File: src/rtl/rv32i_sequencer.sv
// Multi-cycle RV32I fetch/decode/branch sequencer.
// Fetches one instruction at a time, decodes it into the datapath control
// word and immediate, and owns the PC plus the branch/jump resolution.
module rv32i_sequencer #(
  parameter logic [31:0] RESET_PC     = 32'h0000_0000,
  parameter int unsigned IMEM_TIMEOUT = 16
) (
  input  logic        clk,
  input  logic        rst,
  output logic        imem_req,
  output logic [31:0] imem_addr,
  input  logic [31:0] imem_rdata,
  input  logic        imem_valid,
  output logic [22:0] cword,
  output logic [31:0] pc,
  output logic [31:0] imm,
  input  logic [31:0] r_for_pc,
  input  logic [3:0]  funit_ZCNVFlags,
  output logic        retire,
  output logic [31:0] instret,
  output logic        halted,
  output logic [1:0]  fault_cause
);

  localparam int unsigned   WW        = $clog2(IMEM_TIMEOUT + 1);
  localparam logic [WW-1:0] WAIT_LAST = WW'(IMEM_TIMEOUT - 1);
  localparam logic [22:0]   BUBBLE    = 23'h000001;

  localparam logic [6:0] OP_LOAD   = 7'b0000011;
  localparam logic [6:0] OP_IMM    = 7'b0010011;
  localparam logic [6:0] OP_STORE  = 7'b0100011;
  localparam logic [6:0] OP_REG    = 7'b0110011;
  localparam logic [6:0] OP_LUI    = 7'b0110111;
  localparam logic [6:0] OP_AUIPC  = 7'b0010111;
  localparam logic [6:0] OP_BRANCH = 7'b1100011;
  localparam logic [6:0] OP_JALR   = 7'b1100111;
  localparam logic [6:0] OP_JAL    = 7'b1101111;
  localparam logic [6:0] OP_FENCE  = 7'b0001111;
  localparam logic [6:0] OP_SYSTEM = 7'b1110011;

  typedef enum logic [2:0] {
    S_FETCH, S_DECODE, S_EXEC, S_HALT, S_FAULT
  } state_e;

  state_e          state_q, state_d;
  logic [31:0]     pc_q, pc_d;
  logic [31:0]     instr_q, instr_d;
  logic [31:0]     imm_q, imm_d;
  logic [31:0]     instret_q, instret_d;
  logic [22:0]     cword_q, cword_d;
  logic [1:0]      fault_q, fault_d;
  logic [WW-1:0]   wait_q, wait_d;
  // arm_q keeps imem_req low for the first cycle after reset release
  logic            arm_q, arm_d;

  // Instruction fields and immediate formats of the held instruction
  logic [6:0]  opcode;
  logic [2:0]  f3;
  logic [31:0] imm_i, imm_s, imm_b, imm_u, imm_j;

  assign opcode = instr_q[6:0];
  assign f3     = instr_q[14:12];
  assign imm_i  = {{20{instr_q[31]}}, instr_q[31:20]};
  assign imm_s  = {{20{instr_q[31]}}, instr_q[31:25], instr_q[11:7]};
  assign imm_b  = {{19{instr_q[31]}}, instr_q[31], instr_q[7], instr_q[30:25], instr_q[11:8], 1'b0};
  assign imm_u  = {instr_q[31:12], 12'b0};
  assign imm_j  = {{11{instr_q[31]}}, instr_q[31], instr_q[19:12], instr_q[20], instr_q[30:21], 1'b0};

  logic [3:0]  dec_type;
  logic [2:0]  dec_f3;
  logic        dec_f7;
  logic [4:0]  dec_rd, dec_rs1, dec_rs2;
  logic [31:0] dec_imm;
  logic        dec_legal;

  // Decode: unused register fields are zeroed; branches become a SUB compare
  always_comb begin
    dec_type  = 4'd1;
    dec_f3    = f3;
    dec_f7    = 1'b0;
    dec_rd    = instr_q[11:7];
    dec_rs1   = instr_q[19:15];
    dec_rs2   = 5'd0;
    dec_imm   = 32'd0;
    dec_legal = 1'b1;
    case (opcode)
      OP_LOAD:   begin dec_type = 4'd0; dec_imm = imm_i; end
      OP_IMM:    begin
        dec_type = 4'd1; dec_imm = imm_i;
        dec_f7   = (f3 == 3'b101) ? instr_q[30] : 1'b0;
      end
      OP_STORE:  begin dec_type = 4'd2; dec_imm = imm_s; dec_rd = 5'd0; dec_rs2 = instr_q[24:20]; end
      OP_REG:    begin dec_type = 4'd3; dec_f7 = instr_q[30]; dec_rs2 = instr_q[24:20]; end
      OP_LUI:    begin dec_type = 4'd4; dec_imm = imm_u; dec_rs1 = 5'd0; dec_f3 = 3'b000; end
      OP_AUIPC:  begin dec_type = 4'd5; dec_imm = imm_u; dec_rs1 = 5'd0; dec_f3 = 3'b000; end
      OP_BRANCH: begin
        dec_type = 4'd3; dec_f3 = 3'b000; dec_f7 = 1'b1;
        dec_rd   = 5'd0; dec_rs2 = instr_q[24:20]; dec_imm = imm_b;
      end
      OP_JALR:   begin dec_type = 4'd7; dec_imm = imm_i; end
      OP_JAL:    begin dec_type = 4'd8; dec_imm = imm_j; dec_rs1 = 5'd0; dec_f3 = 3'b000; end
      default:   dec_legal = 1'b0;
    endcase
  end

  logic        br_taken, br_bad, exec_ok;
  logic [31:0] npc;
  logic        fl_z, fl_c, fl_n, fl_v;

  assign {fl_z, fl_c, fl_n, fl_v} = funit_ZCNVFlags;

  // Branch condition and next-pc selection, evaluated during EXEC
  always_comb begin
    case (f3)
      3'b000:  br_taken = fl_z;
      3'b001:  br_taken = ~fl_z;
      3'b100:  br_taken = fl_n ^ fl_v;
      3'b101:  br_taken = ~(fl_n ^ fl_v);
      3'b110:  br_taken = ~fl_c;
      3'b111:  br_taken = fl_c;
      default: br_taken = 1'b0;
    endcase
    br_bad = (opcode == OP_BRANCH) && (f3 == 3'b010 || f3 == 3'b011);
    npc    = pc_q + 32'd4;
    if ((opcode == OP_BRANCH && br_taken) || opcode == OP_JAL)
      npc = pc_q + imm_q;
    else if (opcode == OP_JALR)
      npc = (r_for_pc + imm_q) & ~32'd1;
    exec_ok = ~br_bad & ~npc[1];
  end

  // State register and all sequencer flops
  always_ff @(posedge clk) begin
    if (rst) begin
      state_q   <= S_FETCH;
      pc_q      <= RESET_PC;
      instr_q   <= '0;
      cword_q   <= BUBBLE;
      imm_q     <= '0;
      instret_q <= '0;
      fault_q   <= '0;
      wait_q    <= '0;
      arm_q     <= 1'b0;
    end else begin
      state_q   <= state_d;
      pc_q      <= pc_d;
      instr_q   <= instr_d;
      cword_q   <= cword_d;
      imm_q     <= imm_d;
      instret_q <= instret_d;
      fault_q   <= fault_d;
      wait_q    <= wait_d;
      arm_q     <= arm_d;
    end
  end

  // Next-state and register update logic
  always_comb begin
    state_d   = state_q;
    pc_d      = pc_q;
    instr_d   = instr_q;
    cword_d   = cword_q;
    imm_d     = imm_q;
    instret_d = instret_q;
    fault_d   = fault_q;
    wait_d    = wait_q;
    arm_d     = 1'b1;
    case (state_q)
      S_FETCH: if (arm_q) begin
        if (imem_valid) begin
          instr_d = imem_rdata;
          wait_d  = '0;
          state_d = S_DECODE;
        end else if (wait_q == WAIT_LAST) begin
          fault_d = 2'b10;
          state_d = S_FAULT;
        end else begin
          wait_d = wait_q + WW'(1);
        end
      end
      S_DECODE: begin
        if (opcode == OP_FENCE) begin
          pc_d      = pc_q + 32'd4;
          instret_d = instret_q + 32'd1;
          state_d   = S_FETCH;
        end else if (opcode == OP_SYSTEM) begin
          state_d = S_HALT;
        end else if (!dec_legal) begin
          fault_d = 2'b01;
          state_d = S_FAULT;
        end else begin
          cword_d = {dec_rs2, dec_rs1, dec_rd, dec_f7, dec_f3, dec_type};
          imm_d   = dec_imm;
          state_d = S_EXEC;
        end
      end
      S_EXEC: begin
        if (br_bad) begin
          fault_d = 2'b01;
          state_d = S_FAULT;
        end else if (npc[1]) begin
          fault_d = 2'b11;
          state_d = S_FAULT;
        end else begin
          pc_d      = npc;
          instret_d = instret_q + 32'd1;
          state_d   = S_FETCH;
        end
      end
      default: state_d = state_q;
    endcase
  end

  // Outputs: EXEC drives the decoded word, every other state drives BUBBLE;
  // rst masks strobes so an interrupted EXEC leaves no write behind
  always_comb begin
    imem_req = 1'b0;
    cword    = BUBBLE;
    retire   = 1'b0;
    halted   = 1'b0;
    case (state_q)
      S_FETCH:  imem_req = arm_q & ~rst;
      S_DECODE: retire   = (opcode == OP_FENCE) & ~rst;
      S_EXEC:   if (!rst) begin
        cword  = cword_q;
        retire = exec_ok;
      end
      S_HALT, S_FAULT: halted = 1'b1;
      default: ;
    endcase
  end

  assign imem_addr   = pc_q;
  assign pc          = pc_q;
  assign imm         = imm_q;
  assign instret     = instret_q;
  assign fault_cause = fault_q;

endmodule

File: config.mk
export PLATFORM = sky130hd
export DESIGN_NAME = rv32i_sequencer
export DESIGN_NICKNAME = d
export VERILOG_FILES = /design/src/rtl/rv32i_sequencer.sv
export SDC_FILE = /design/constraint.sdc
export NUM_CORES = 1
export LEC_CHECK = 0
export CORE_ASPECT_RATIO = 1.5
export CORE_MARGIN = 10
export CORE_UTILIZATION = 30
export DETAILED_ROUTE_END_ITERATION = 10
export PLACE_DENSITY_LB_ADDON = 0.1
export SYNTH_ARGS = -nofsm -noshare
export SYNTH_HDL_FRONTEND = slang
export SYNTH_SLANG_ARGS = --single-unit
File: constraint.sdc
create_clock -name clk -period 9.5 [get_ports clk]
set_clock_uncertainty 0.2 [all_clocks]
set_input_delay 0.95 -clock clk [delete_from_list [all_inputs] [get_ports clk]]
set_output_delay 0.95 -clock clk [all_outputs]
set_load 0.01 [all_outputs]
==> flow_summary.toml, run 1 <==
[worst_setup_path]
cp_common_cell = "clkdlybuf4s50_1"
cp-end-kind = "primary output"
critPathRequiredTime_ns = 8.35
path_cells = "clkdlybuf4s50_1 > and2_1 > fa_1 > mux2_1 > a22o_1 > nor3b_1 > o31ai_4 > buf_4 > nand2_1 > inv_1 > clkdlybuf4s50_1"
r2r_start = "imm[0]"
worstPathMaxFanout = 23
arrival_ns = 4.54
crit_path_start_kind = "primary input"
path_class = "primary input to primary output"
critical_path.startpoint = "r_for_pc[0]"
critPathSlowestCell = "clkdlybuf4s50_1"
cpPeakStageDelay_ns = 0.60

[routing]
route.detailed.drc = 0
viasPerCell = 5.43
wire_per_inst_um = 21.8
drt_iter0_markers = 691
wl_um = 47100
detail-route-antenna-nets = 0
vias = 11700
drt-pass1-iter-count = 5

[clock_network]
clock-sinks = 161
cts-root-buf = "clkbuf_16"
clock_latency_ns = 0.45
clk_pin_slew_worst_paths_ns = 0.07
cts_hold_buf = 0
cts_buffer_depth = 2
cts_tree = "built"
htreeDepth = 4
post_cts_buffers = 0
cts_resized = 0
numCtsBuffers = 17

[synthesis]
synth_common_cells = "203 x nand2_1, 188 x a21oi_1, 161 x dfxtp_1"
synth_top_area_share_pct = 28.7
syn_area_um2 = 11200
synth_cell_types = 80
ys.flop_type = "dfxtp_1"
yosysTopAreaCell = "dfxtp_1"
seq_area_frac_synth_pct = 28.7
synthTopCellsByArea = "dfxtp_1 29%, a21oi_1 8.4%, ha_1 7.2%, nand2_1 6.8%, nor2_1 4.4%"
synth_area_per_cell_um2 = 7.40
ys_seq_elements = 161
ys_warn_count = 0
syn_inst = 1519
synth_async_sr_flop_share_pct = 0
synth_edf_count = 0
synth.most_common_cell = "nand2_1"

[global_route]
groute.usage.overall_pct = 19.9
antenna_found_initial = 0
grt_max_degree = 75
overflow = 0
grt_pass1_vias = 11500
grt_pass1_wl_um = 70000

[power]
p_sw_share_pct = 25.3
p_int_mw = 1.15
irDropWorstVdd_uv = 93.0
power.leakage_nw = 5.39
power_frac_comb_pct = 7.4
clkPwrFrac_pct = 47.3
p_per_area_nw_per_um2 = 108
p_sw_uw = 390
finalPower_mw = 1.54
power_frac_seq_pct = 45.3

[die]
num_io_pins = 227
fp.coreArea_um2 = 36900
floorplan.initialDensity_pct = 30.5
fp.dieArea_um2 = 45800
dieHeight_um = 257
fp.dieW_um = 178
num_rows = 86

[sta]
fin_ws_ns = 3.81
slew_headroom_pct = 28.3
setup_violations = 0
finalHoldViolCount = 0
tightest_slew_ns = 1.06
min_period_ns = 5.69
fmax_ghz = 0.176
slew_violations = 0
period_share_pct = 59.9
rsz0062_at_grt = "false"
tns_ns = 0

[run_status]
status = "finished, final reports clean"

[job]
maxCapViolations = 0

[layout]
syn_to_final_growth_pct = 26.6
layout-drive-gt1-share_pct = 3.75
num_antenna_cells = 0
layout.nets = 1802

[min_path]
holdCritPathClass = "flop to flop"
holdCritStartpoint = "cword_q[4]"

[placement]
io_buffers = 224
place_congestion = 0.934
hpwl_um = 36200
pre_cts_ws_ns = 3.82
==> path summary, 6_finish.rpt <==
path	endpoint	slack (ns)	cells past startpoint
hold / removal	cword_q[4]	0.25	2
setup reg to reg	imem_addr[26]	5.59	12
hold reg to reg	cword_q[4]	0.25	2
setup / recovery	retire	3.81	11
==> placed cells by master, fill, tap and decap left out, types with 12 or more instances in the layout <==
master           count
dfxtp_1            161
o21bai_1            13
buf_4               14
clkdlybuf4s50_1    223
nor2_1             132
a211oi_1            12
a21o_1              29
and2_1              12
nand2_1            203
nand2b_1            17
nor3_1              39
o21a_1              13
nand3_1             74
inv_1               25
o22ai_1             17
xor2_1              51
a31oi_1             14
nand4_1             24
o21ai_0             82
clkbuf_16           17
a221oi_1            13
a21oi_1            188
o211ai_1            14
ha_1                65
and3_1              50
xnor2_1             42
==> cell families after synthesis <==
logic type | Yosys count | share of synthesized area, %
AO/OA/AOI/OAI | 454 | 24.9
other | 1 | 0.0333
multiplexers | 2 | 0.300
AND/OR/NAND/NOR | 604 | 25.4
XOR/XNOR | 94 | 7.45
flip-flops | 161 | 28.7
adder cells (fa/ha/maj) | 66 | 7.41
buffers and inverters | 137 | 5.87
==> worst max-delay path: cells and delay by family <==
kind                     cells  cell delay (ns)
AO/OA/AOI/OAI                2             0.46
multiplexers                 1             0.30
buffers and inverters        4             1.71
adder cells (fa/ha/maj)      1             0.48
AND/OR/NAND/NOR              3             0.61
==> cell type report <==
cell class	instances	area (um^2)
Inverter	26	97.6
Clock buffer	21	440
Tap cell	484	606
Timing Repair Buffer	237	2340
Clock inverter	11	154
Sequential cell	161	3220
Fill cell	3939	22700
Multi-Input combinational cell	1222	7380
==> power groups by stage <==
stage	sequential [mW]	combinational [mW]	clock [mW]
6_report	0.699	0.115	0.730
2_1_floorplan	0.705	0.0658	0
3_3_place_gp	0.714	0.116	0
4_1_cts	0.699	0.116	0.745
3_5_place_dp	0.715	0.115	0
5_1_grt	0.700	0.126	0.772
==> per-stage QoR <==
stage / instance area [um^2] / cells / hold slack (ns) / utilization [%]
after floorplan: 11200 / 1520 / 0.227 / -
after global placement: 13600 / 2130 / 0.237 / 37.0
after detailed placement: 13600 / 2130 / 0.240 / 37.0
after CTS: 14200 / 2162 / 0.255 / 38.6
after global routing: 14200 / 2162 / 0.275 / 38.6
final: 14200 / 2162 / 0.253 / 38.6
==> flip-flops by register name, indices dropped and copies added, names as in the netlist <==
name and cells:
wait_q 5, instr_q 32, state_q 3, arm_q 1
imm 32, instret 32, fault_cause 2, cword_q 23
imem_addr 31
==> layer usage <==
| metal | global-route usage, % | vias up | wire length, um |
|---|---|---|---|
| li1 | - | 5732 | - |
| met1 | 21.1 | 5607 | 18000 |
| met2 | 36.4 | 335 | 24600 |
| met3 | 4.09 | 75 | 2650 |
| met4 | 8.89 | 0 | 1820 |
| met5 | 0 | - | 0 |
Power figures use the tool's default switching activity.
==> inputs of run 2 (changes only) <==
==> constraint.sdc (replaced) <==
create_clock -name clk -period 5.4 [get_ports clk]
set_clock_uncertainty 0.2 [all_clocks]
set_input_delay 0.54 -clock clk [delete_from_list [all_inputs] [get_ports clk]]
set_output_delay 0.54 -clock clk [all_outputs]
set_load 0.01 [all_outputs]
==> flow_summary.toml, run 2 (same netlist as run 1, synthesis figures left out) <==
[worst_setup_path]
crit_path_start_kind = "primary input"
cp_num_buf_inv = 3
critPathRequiredTime_ns = 4.66
cp_common_cell = "clkdlybuf4s50_1"
cp.depth = 10
arrival_ns = 3.78
cpLargestDelayFamily = "buffers and inverters"
ff2ff_path_depth = 10
cp-end-kind = "primary output"
path_class = "primary input to primary output"
path_cells = "clkdlybuf4s50_1 > and2_1 > fa_1 > mux2_1 > a22o_1 > nor3b_1 > o31ai_4 > nand2_1 > inv_1 > clkdlybuf4s50_1"
critPathSlowestCell = "clkdlybuf4s50_1"
cpPeakStageDelay_ns = 0.61
worstPathMaxFanout = 6

[die]
num_rows = 86
floorplan.initialDensity_pct = 30.5
fp.dieW_um = 178
num_io_pins = 227
fp.dieArea_um2 = 45800
fp.coreArea_um2 = 36900
dieHeight_um = 257

[run_status]
status = "finished, final reports clean"

[layout]
syn_to_final_growth_pct = 26.7
layout_commonest_cell = "clkdlybuf4s50_1"
layout-drive-gt1-share_pct = 4.05
final_cells = 2164
fillers = 3928
num_antenna_cells = 0
finalInstanceArea_um2 = 14300
layout.nets = 1804
regArea_um2 = 3220
layout_common_cells = "223 x clkdlybuf4s50_1, 203 x nand2_1, 188 x a21oi_1"
multi_input_area_um2 = 7380

[routing]
detail-route-antenna-nets = 0
drt-pass1-iter-count = 5
drt_iter0_markers = 777
wire_per_inst_um = 21.5
wl_um = 46600
vias = 11700
route.detailed.drc = 0
viasPerCell = 5.43

[global_route]
groute.usage.overall_pct = 19.7
grt_max_degree = 68
grt_pass1_vias = 11600
overflow = 0
antenna_found_initial = 0
grt_pass1_wl_um = 69700

[placement]
placed_area_um2 = 13700
place_congestion = 0.890
dp.cells = 2132
hpwl_um = 36100
io_buffers = 224

[power]
irDropWorstVdd_uv = 125
power.leakage_nw = 5.40
p_per_area_nw_per_um2 = 190
finalPower_mw = 2.71

[sta]
finalHoldViolCount = 0
setup_violations = 0
slew_violations = 0
rsz0062_at_grt = "false"
slew_headroom_pct = 35.8
fmax_ghz = 0.221
whs_ns = 0.246
period_share_pct = 83.8
min_period_ns = 4.52
tns_ns = 0
tightest_slew_ns = 0.962

[clock_network]
clock-sinks = 161
htreeDepth = 4
cts_tree = "built"
cts_buffer_depth = 2
post_cts_buffers = 0
clk_pin_slew_worst_paths_ns = 0.07
cts_hold_buf = 0
cts-root-buf = "clkbuf_16"
cts_resized = 0
numCtsBuffers = 17
clock_latency_ns = 0.45

[job]
maxCapViolations = 0

[min_path]
whs_path_depth = 2
holdCritPathClass = "flop to flop"
run 2: through the flow:
stage	util, %	setup slack [ns]
5_1_grt	38.6	0.748
3_5_place_dp	37.0	0.883
4_1_cts	38.6	0.888
3_3_place_gp	37.0	0.938
6_report	38.6	0.877
2_1_floorplan	-	1.96
run 2: where the power goes:
| group | switching [mW] | internal, mW |
|---|---|---|
| combinational | 0.109 | 0.0931 |
| clock | 0.575 | 0.703 |
| sequential | 0.0266 | 1.20 |
| total | 0.710 | 2.00 |
run 2: routing by layer:
| metal | wire, um | global-route usage [%] | share of wire (%) | vias to the layer above |
|---|---|---|---|---|
| li1 | - | - | - | 5737 |
| met1 | 17800 | 20.9 | 38 | 5562 |
| met2 | 23900 | 35.6 | 51 | 369 |
| met3 | 2760 | 4.00 | 5.9 | 80 |
| met4 | 2170 | 10.3 | 4.7 | 0 |
| met5 | 0 | 0 | 0 | - |
run 2: cell type report:
type,instances,share of cell area [%]
Clock buffer,19,3.11
Clock inverter,13,1.04
Inverter,26,0.685
Multi-Input combinational cell,1222,51.8
Sequential cell,161,22.6
Tap cell,484,4.25
Timing Repair Buffer,239,16.5
run 2: worst paths after layout:
path | slack, ns | startpoint | endpoint
setup / recovery | 0.88 | r_for_pc[0] | retire
hold / removal | 0.25 | cword_q[9] | cword_q[9]
setup reg to reg | 1.60 | imm[6] | imem_addr[26]
hold reg to reg | 0.25 | cword_q[9] | cword_q[9]
run 2: worst reg2reg max path, cell delays in order (launching register included):
cell and delay, ns:
dfxtp_1 0.44, ha_1 0.42, nand4_1 0.13, o22ai_1 0.35, nand4_1 0.19, a31oi_1 0.76, o21ai_0 0.19, a221o_1 0.33
or4_1 0.50, a21oi_1 0.14, a21o_1 0.10
